`src/rtl/score_digit_ctrl.sv`:
```
// Score sequencer for the 5-digit renderer: captures a score, converts it to BCD by double-dabble
// during vblank, and decodes col/row into digit slot + value. Optional macro: LEADING_ZERO_BLANK_EN.
module score_digit_ctrl #(
  parameter int SCORE_W    = 17,
  parameter int NUM_DIGITS = 5,
  parameter int COL_BEGIN  = 20,
  parameter int DIGIT_W    = 25,
  parameter int V_ACTIVE   = 480
) (
  input  logic               clk,
  input  logic               reset,
  input  logic [9:0]         col,
  input  logic [9:0]         row,
  input  logic [SCORE_W-1:0] score,
  input  logic               score_valid,
  output logic [2:0]         digit_sel,
  output logic [3:0]         num,
  output logic               digit_en,
  output logic               busy,
  output logic               overflow
);
  localparam int BCD_W      = 4 * NUM_DIGITS;
  localparam int CNT_W      = $clog2(SCORE_W + 1);
  localparam int SLOT_PITCH = DIGIT_W + 1;
  localparam int ROW_TOP    = 70;
  localparam int ROW_BOT    = 110;
  localparam logic [SCORE_W-1:0] MAX_SCORE = SCORE_W'(99999);

  typedef enum logic [2:0] {IDLE, WAIT, LOAD, SHIFT, COMMIT} state_t;
  state_t state, state_nxt;

  logic [SCORE_W-1:0] pending_reg, shift_reg;
  logic               pending;
  logic [BCD_W-1:0]   bcd, bcd_adj, display_reg;
  logic [CNT_W-1:0]   cnt;
  logic               vblank_start, last_shift;
  logic [2:0]         sel_nxt;
  logic [3:0]         num_nxt;
  logic               en_nxt;

  assign vblank_start = (row == 10'(V_ACTIVE)) && (col == 10'd0);
  assign last_shift   = (cnt == CNT_W'(SCORE_W - 1));
  assign busy         = (state == LOAD) || (state == SHIFT) || (state == COMMIT);

  // A strobe in the LOAD cycle wins over the clear, so that score is converted next frame.
  always_ff @(posedge clk or posedge reset) begin
    if (reset) begin
      pending     <= 1'b0;
      pending_reg <= '0;
      overflow    <= 1'b0;
    end else if (score_valid) begin
      pending     <= 1'b1;
      pending_reg <= (score > MAX_SCORE) ? MAX_SCORE : score;
      overflow    <= (score > MAX_SCORE);
    end else if (state == LOAD) begin
      pending     <= 1'b0;
    end
  end

  always_ff @(posedge clk or posedge reset) begin
    if (reset) state <= IDLE;
    else       state <= state_nxt;
  end

  always_comb begin
    state_nxt = state;
    case (state)
      IDLE:    if (pending) state_nxt = WAIT;
      WAIT:    if (vblank_start) state_nxt = LOAD;
      LOAD:    state_nxt = SHIFT;
      SHIFT:   if (last_shift) state_nxt = COMMIT;
      COMMIT:  state_nxt = IDLE;
      default: state_nxt = IDLE;
    endcase
  end

  // Double-dabble correction: any nibble >= 5 would carry past 9 after the shift.
  always_comb begin
    bcd_adj = bcd;
    for (int i = 0; i < NUM_DIGITS; i++)
      if (bcd[4*i +: 4] >= 4'd5) bcd_adj[4*i +: 4] = bcd[4*i +: 4] + 4'd3;
  end

  always_ff @(posedge clk or posedge reset) begin
    if (reset) begin
      shift_reg   <= '0;
      bcd         <= '0;
      cnt         <= '0;
      display_reg <= '0;
    end else begin
      case (state)
        LOAD: begin
          shift_reg <= pending_reg;
          bcd       <= '0;
          cnt       <= '0;
        end
        SHIFT: begin
          bcd       <= {bcd_adj[BCD_W-2:0], shift_reg[SCORE_W-1]};
          shift_reg <= shift_reg << 1;
          cnt       <= cnt + CNT_W'(1);
        end
        COMMIT:  display_reg <= bcd;
        default: ;
      endcase
    end
  end

  // Slot 1 is the most significant nibble; lead_zero tracks "all digits so far are zero".
  always_comb begin
    logic       in_band, lead_zero;
    logic [3:0] d;
    int         lo;
    sel_nxt   = '0;
    num_nxt   = '0;
    en_nxt    = 1'b0;
    lead_zero = 1'b1;
    d         = '0;
    lo        = 0;
    in_band   = (row >= 10'(ROW_TOP)) && (row < 10'(ROW_BOT));
    for (int k = 0; k < NUM_DIGITS; k++) begin
      d         = display_reg[BCD_W-1-4*k -: 4];
      lead_zero = lead_zero && (d == 4'd0);
      lo        = COL_BEGIN + SLOT_PITCH * k;
      if (in_band && (int'(col) > lo) && (int'(col) <= lo + DIGIT_W)) begin
        sel_nxt = 3'(k + 1);
        num_nxt = d;
`ifdef LEADING_ZERO_BLANK_EN
        en_nxt  = !lead_zero || (k == NUM_DIGITS - 1);
`else
        en_nxt  = 1'b1;
`endif
      end
    end
  end

  always_ff @(posedge clk or posedge reset) begin
    if (reset) begin
      digit_sel <= '0;
      num       <= '0;
      digit_en  <= 1'b0;
    end else begin
      digit_sel <= sel_nxt;
      num       <= num_nxt;
      digit_en  <= en_nxt;
    end
  end

endmodule

```
`config.mk`:
```
export PLATFORM = sky130hd
export DESIGN_NAME = score_digit_ctrl
export DESIGN_NICKNAME = d
export VERILOG_FILES = /design/src/rtl/score_digit_ctrl.sv
export SDC_FILE = /design/constraint.sdc
export NUM_CORES = 1
export LEC_CHECK = 0
export ABC_CLOCK_PERIOD_IN_PS = 4000
export CAP_MARGIN = 10
export CORE_ASPECT_RATIO = 0.9
export CORE_MARGIN = 3
export CORE_UTILIZATION = 50
export DETAILED_ROUTE_END_ITERATION = 10
export HOLD_SLACK_MARGIN = 0.06
export PLACE_DENSITY = 0.7
export SLEW_MARGIN = 20
export SYNTH_ARGS = -nofsm -noshare
export SYNTH_HDL_FRONTEND = slang
export SYNTH_SLANG_ARGS = --single-unit
```
`constraint.sdc`:
```
create_clock -name clk -period 4 [get_ports clk]
set_clock_uncertainty 0.2 [all_clocks]
set_input_delay 0.6 -clock clk [delete_from_list [all_inputs] [get_ports clk]]
set_output_delay 0.6 -clock clk [all_outputs]
set_load 0.05 [all_outputs]
```
==> flow_summary_export.csv <==
group,metric,value,unit
outcome,status,"completed",
clock_network,post_cts_buffers,0,
yosys,netlist_area,4430,um2
floorplanning,die_area,10000,um2
sta,slew_headroom,0.385,
place,gp_congestion,0.879,
worst_setup_path,critPathSlowestCell,"a21boi_0",
worst_setup_path,cp.arrival,2.73,ns
clock_network,cts_inserted_buffers,9,
clock_network,hold_buffers,0,
sta,slew_viol_final,0,
routing,dr.max_layer_used,"met4",
clock_network,htree_num_levels,3,
clock_network,ctsResizeCount,0,
finish,drive_gt1_frac,0.0924,
routing,vias,3374,
yosys,synth_sequential_area_ratio,0.520,
worst_setup_path,cp-startpoint,"col[9]",
routing,finalWirelength,9430,um
finish,syn_to_final_growth,20.1,%
sta,fin_crit_sh,0.658,
routing,postRouteAntennaNets,0,
global_routing,grt_max_degree,48,
clock_network,clk_latency,0.36,ns
sta,setup_violations,0,
routing,drt_first_pass_iters,4,
place,dp_hpwl,6550,um
yosys,synthArstFlopShare,1.00,
floorplanning,die_w,105,um
finish,fin_nets,523,
sta,fin_setup_tns,0,ns
finish,design_area,5320,um2
yosys,ys_ff_latch,92,
place,place_inst,575,
sta,hold_viol,0,
place,numPortBuffers,49,
pwr,p_per_area,356,nW/um2
worst_setup_path,crit_required,4.10,ns
worst_setup_path,r2r_start,"state[1]",
floorplanning,die_y,95.3,um
worst_hold_path,hold_path_class,"in -> async",
floorplanning,start_util,0.531,
floorplanning,ioPinCount,50,
sta,tightest_slew,0.923,ns
clock_network,ctsLongestPathBuffers,2,
worst_setup_path,start_kind,"input pin",
routing,route.detailed.drc,0,
sta,finalCriticalPeriod,2.63,ns
global_routing,antenna_found_initial,0,
yosys,synth-edff-count,0,
routing,post_drt_wl_per_cell,16.0,um
routing,drt_iter0_markers,177,
worst_setup_path,criticalPathCategory,"in -> reg",
sta,rsz0062_at_grt,"false",
yosys,synth_ff_type,"dfrtp_1",
worst_setup_path,crit_buf_inv,1,
sta,fmaxAchievable,380,MHz
yosys,synth_fp_nets,477,
global_routing,overflow,0,
global_routing,grt_usage,0.204,
yosys,avgSynthCellArea,10.4,um2
routing,wl_met1,4610,um
sta,fin_ws,1.37,ns
clock_network,cts_tree,"yes",
worst_setup_path,end_kind,"flip-flop",
clock_network,clkSinkCount,92,
place,place_area,5050,um2
finish,antenna_cells,0,
pwr,p_leak,2.39,nW
run,drv_cap,0,
global_routing,grt_pass1_vias,3260,
floorplanning,coreArea,8340,um2
yosys,postSynthCellCount,425,
place,pre_cts_slack,1.05,ns
worst_setup_path,critical_path.top_delay_family,"compound AO/OA/AOI/OAI gates",
worst_setup_path,crit_path_cell_trace,"clkdlybuf4s50_1 -> nor4_1 -> a21boi_0 -> nand3_1 -> a221oi_1 -> a221o_1",
finish,layoutNonFillerInstCount,591,
routing,wl_met3,456,um
clock_network,clk_root_buffer_cell,"clkbuf_8",
worst_setup_path,cp_slowest_stage_delay,0.53,ns
yosys,synthDistinctLibCells,50,
finish,final_util,0.637,
routing,wl_met2,4250,um
yosys,yosysWarnings,0,
pwr,ir_drop,0.000194,V
floorplanning,rows,31,
worst_setup_path,cp_max_fo,5,
clock_network,clk_pin_slew_worst_paths,0.09,ns
routing,vias_per_cell,5.71,
global_routing,grt_pass1_wl,16200,um
==> worst paths after layout <==
| kind | slack [ns] | end | cells after the start |
|---|---|---|---|
| setup / recovery | 1.37 | num[2] | 6 |
| hold / removal | 0.22 | shift_reg[1] | 2 |
| setup reg to reg | 1.91 | bcd[8] | 4 |
| hold reg to reg | 0.29 | shift_reg[0] | 2 |
| max in group asynchronous | 2.60 | bcd[14] | 3 |
| min in group clk | 0.29 | shift_reg[0] | 2 |
==> Yosys cell counts (7+ instances only) <==
master / instances / share of area
a21oi_1: 16 / 0.018
a22o_1: 14 / 0.028
a31oi_1: 7 / 0.0099
clkbuf_1: 18 / 0.015
dfrtp_1: 92 / 0.52
ha_1: 12 / 0.034
inv_1: 20 / 0.017
mux2_2: 15 / 0.038
mux2i_1: 18 / 0.041
nand2_1: 51 / 0.043
nand2b_1: 8 / 0.011
nand3_1: 13 / 0.015
nor2_1: 18 / 0.015
nor3_1: 8 / 0.0090
o21ai_0: 38 / 0.043
o22a_1: 8 / 0.016
o22ai_1: 7 / 0.0099
==> stage by stage <==
stage / total power [mW] / hold WS (ns)
finish: 1.89 / 0.219
global route: 1.97 / 0.214
CTS: 1.91 / 0.209
detailed placement: 1.10 / 0.270
global placement: 1.10 / 0.264
floorplan: 1.03 / 0.246
==> layout make-up <==
cell class | count | area (um2)
sequential | 92 | 2300
multi-input combinational | 292 | 1970
clock inverter | 7 | 145
fill | 666 | 3020
tap | 115 | 144
inverter | 20 | 76.3
timing repair buffer | 56 | 553
clock buffer | 9 | 124
==> metal layers <==
| metal | vias up | GRT usage |
|---|---|---|
| met1 | 1653 | 0.284 |
| li1 | 1628 | - |
| met2 | 76 | 0.315 |
| met4 | 0 | 0.0546 |
| met3 | 17 | 0.0603 |
| met5 | - | 0 |
==> logic make-up (layout without fill, tap and decap cells) <==
| kind of cell | Yosys count | in the layout | synth area share |
|---|---|---|---|
| buf+inv | 41 | 92 | 0.0348 |
| xor+xnor | 7 | 7 | 0.0138 |
| fa+ha+maj | 12 | 12 | 0.0339 |
| mux | 36 | 36 | 0.0865 |
| flops | 92 | 92 | 0.520 |
| compound gates | 117 | 117 | 0.178 |
| simple gates | 120 | 120 | 0.133 |
==> placed cells by master, fill, tap and decap left out, types with 3 or more instances in the layout <==
| master | netlist | routed |
|---|---|---|
| nand2b_1 | 8 | 8 |
| nand2_1 | 51 | 51 |
| a22o_1 | 14 | 14 |
| clkbuf_8 | 0 | 9 |
| o22ai_1 | 7 | 7 |
| a21oi_1 | 16 | 16 |
| nor3_1 | 8 | 8 |
| clkdlybuf4s50_1 | 0 | 48 |
| nor2_1 | 18 | 18 |
| a31oi_1 | 7 | 7 |
| buf_4 | 0 | 7 |
| xnor2_1 | 5 | 5 |
| a221o_1 | 4 | 4 |
| mux2_1 | 3 | 3 |
| o22a_1 | 8 | 8 |
| or4b_1 | 3 | 3 |
| mux2_2 | 15 | 15 |
| a221oi_1 | 4 | 4 |
| mux2i_1 | 18 | 18 |
| ha_1 | 12 | 12 |
| nand3_1 | 13 | 13 |
| inv_1 | 20 | 19 |
| nor3b_1 | 3 | 3 |
| a21o_1 | 3 | 3 |
| dfrtp_1 | 92 | 92 |
| o21ai_0 | 38 | 38 |
| o211ai_1 | 3 | 3 |
| bufinv_16 | 0 | 4 |
==> where the power goes <==
group,internal [mW],switching [mW]
logic,0.0603,0.0613
registers,0.947,0.00982
clock network,0.482,0.330
total,1.49,0.401
No activity file was read; power rests on OpenSTA's default activity.
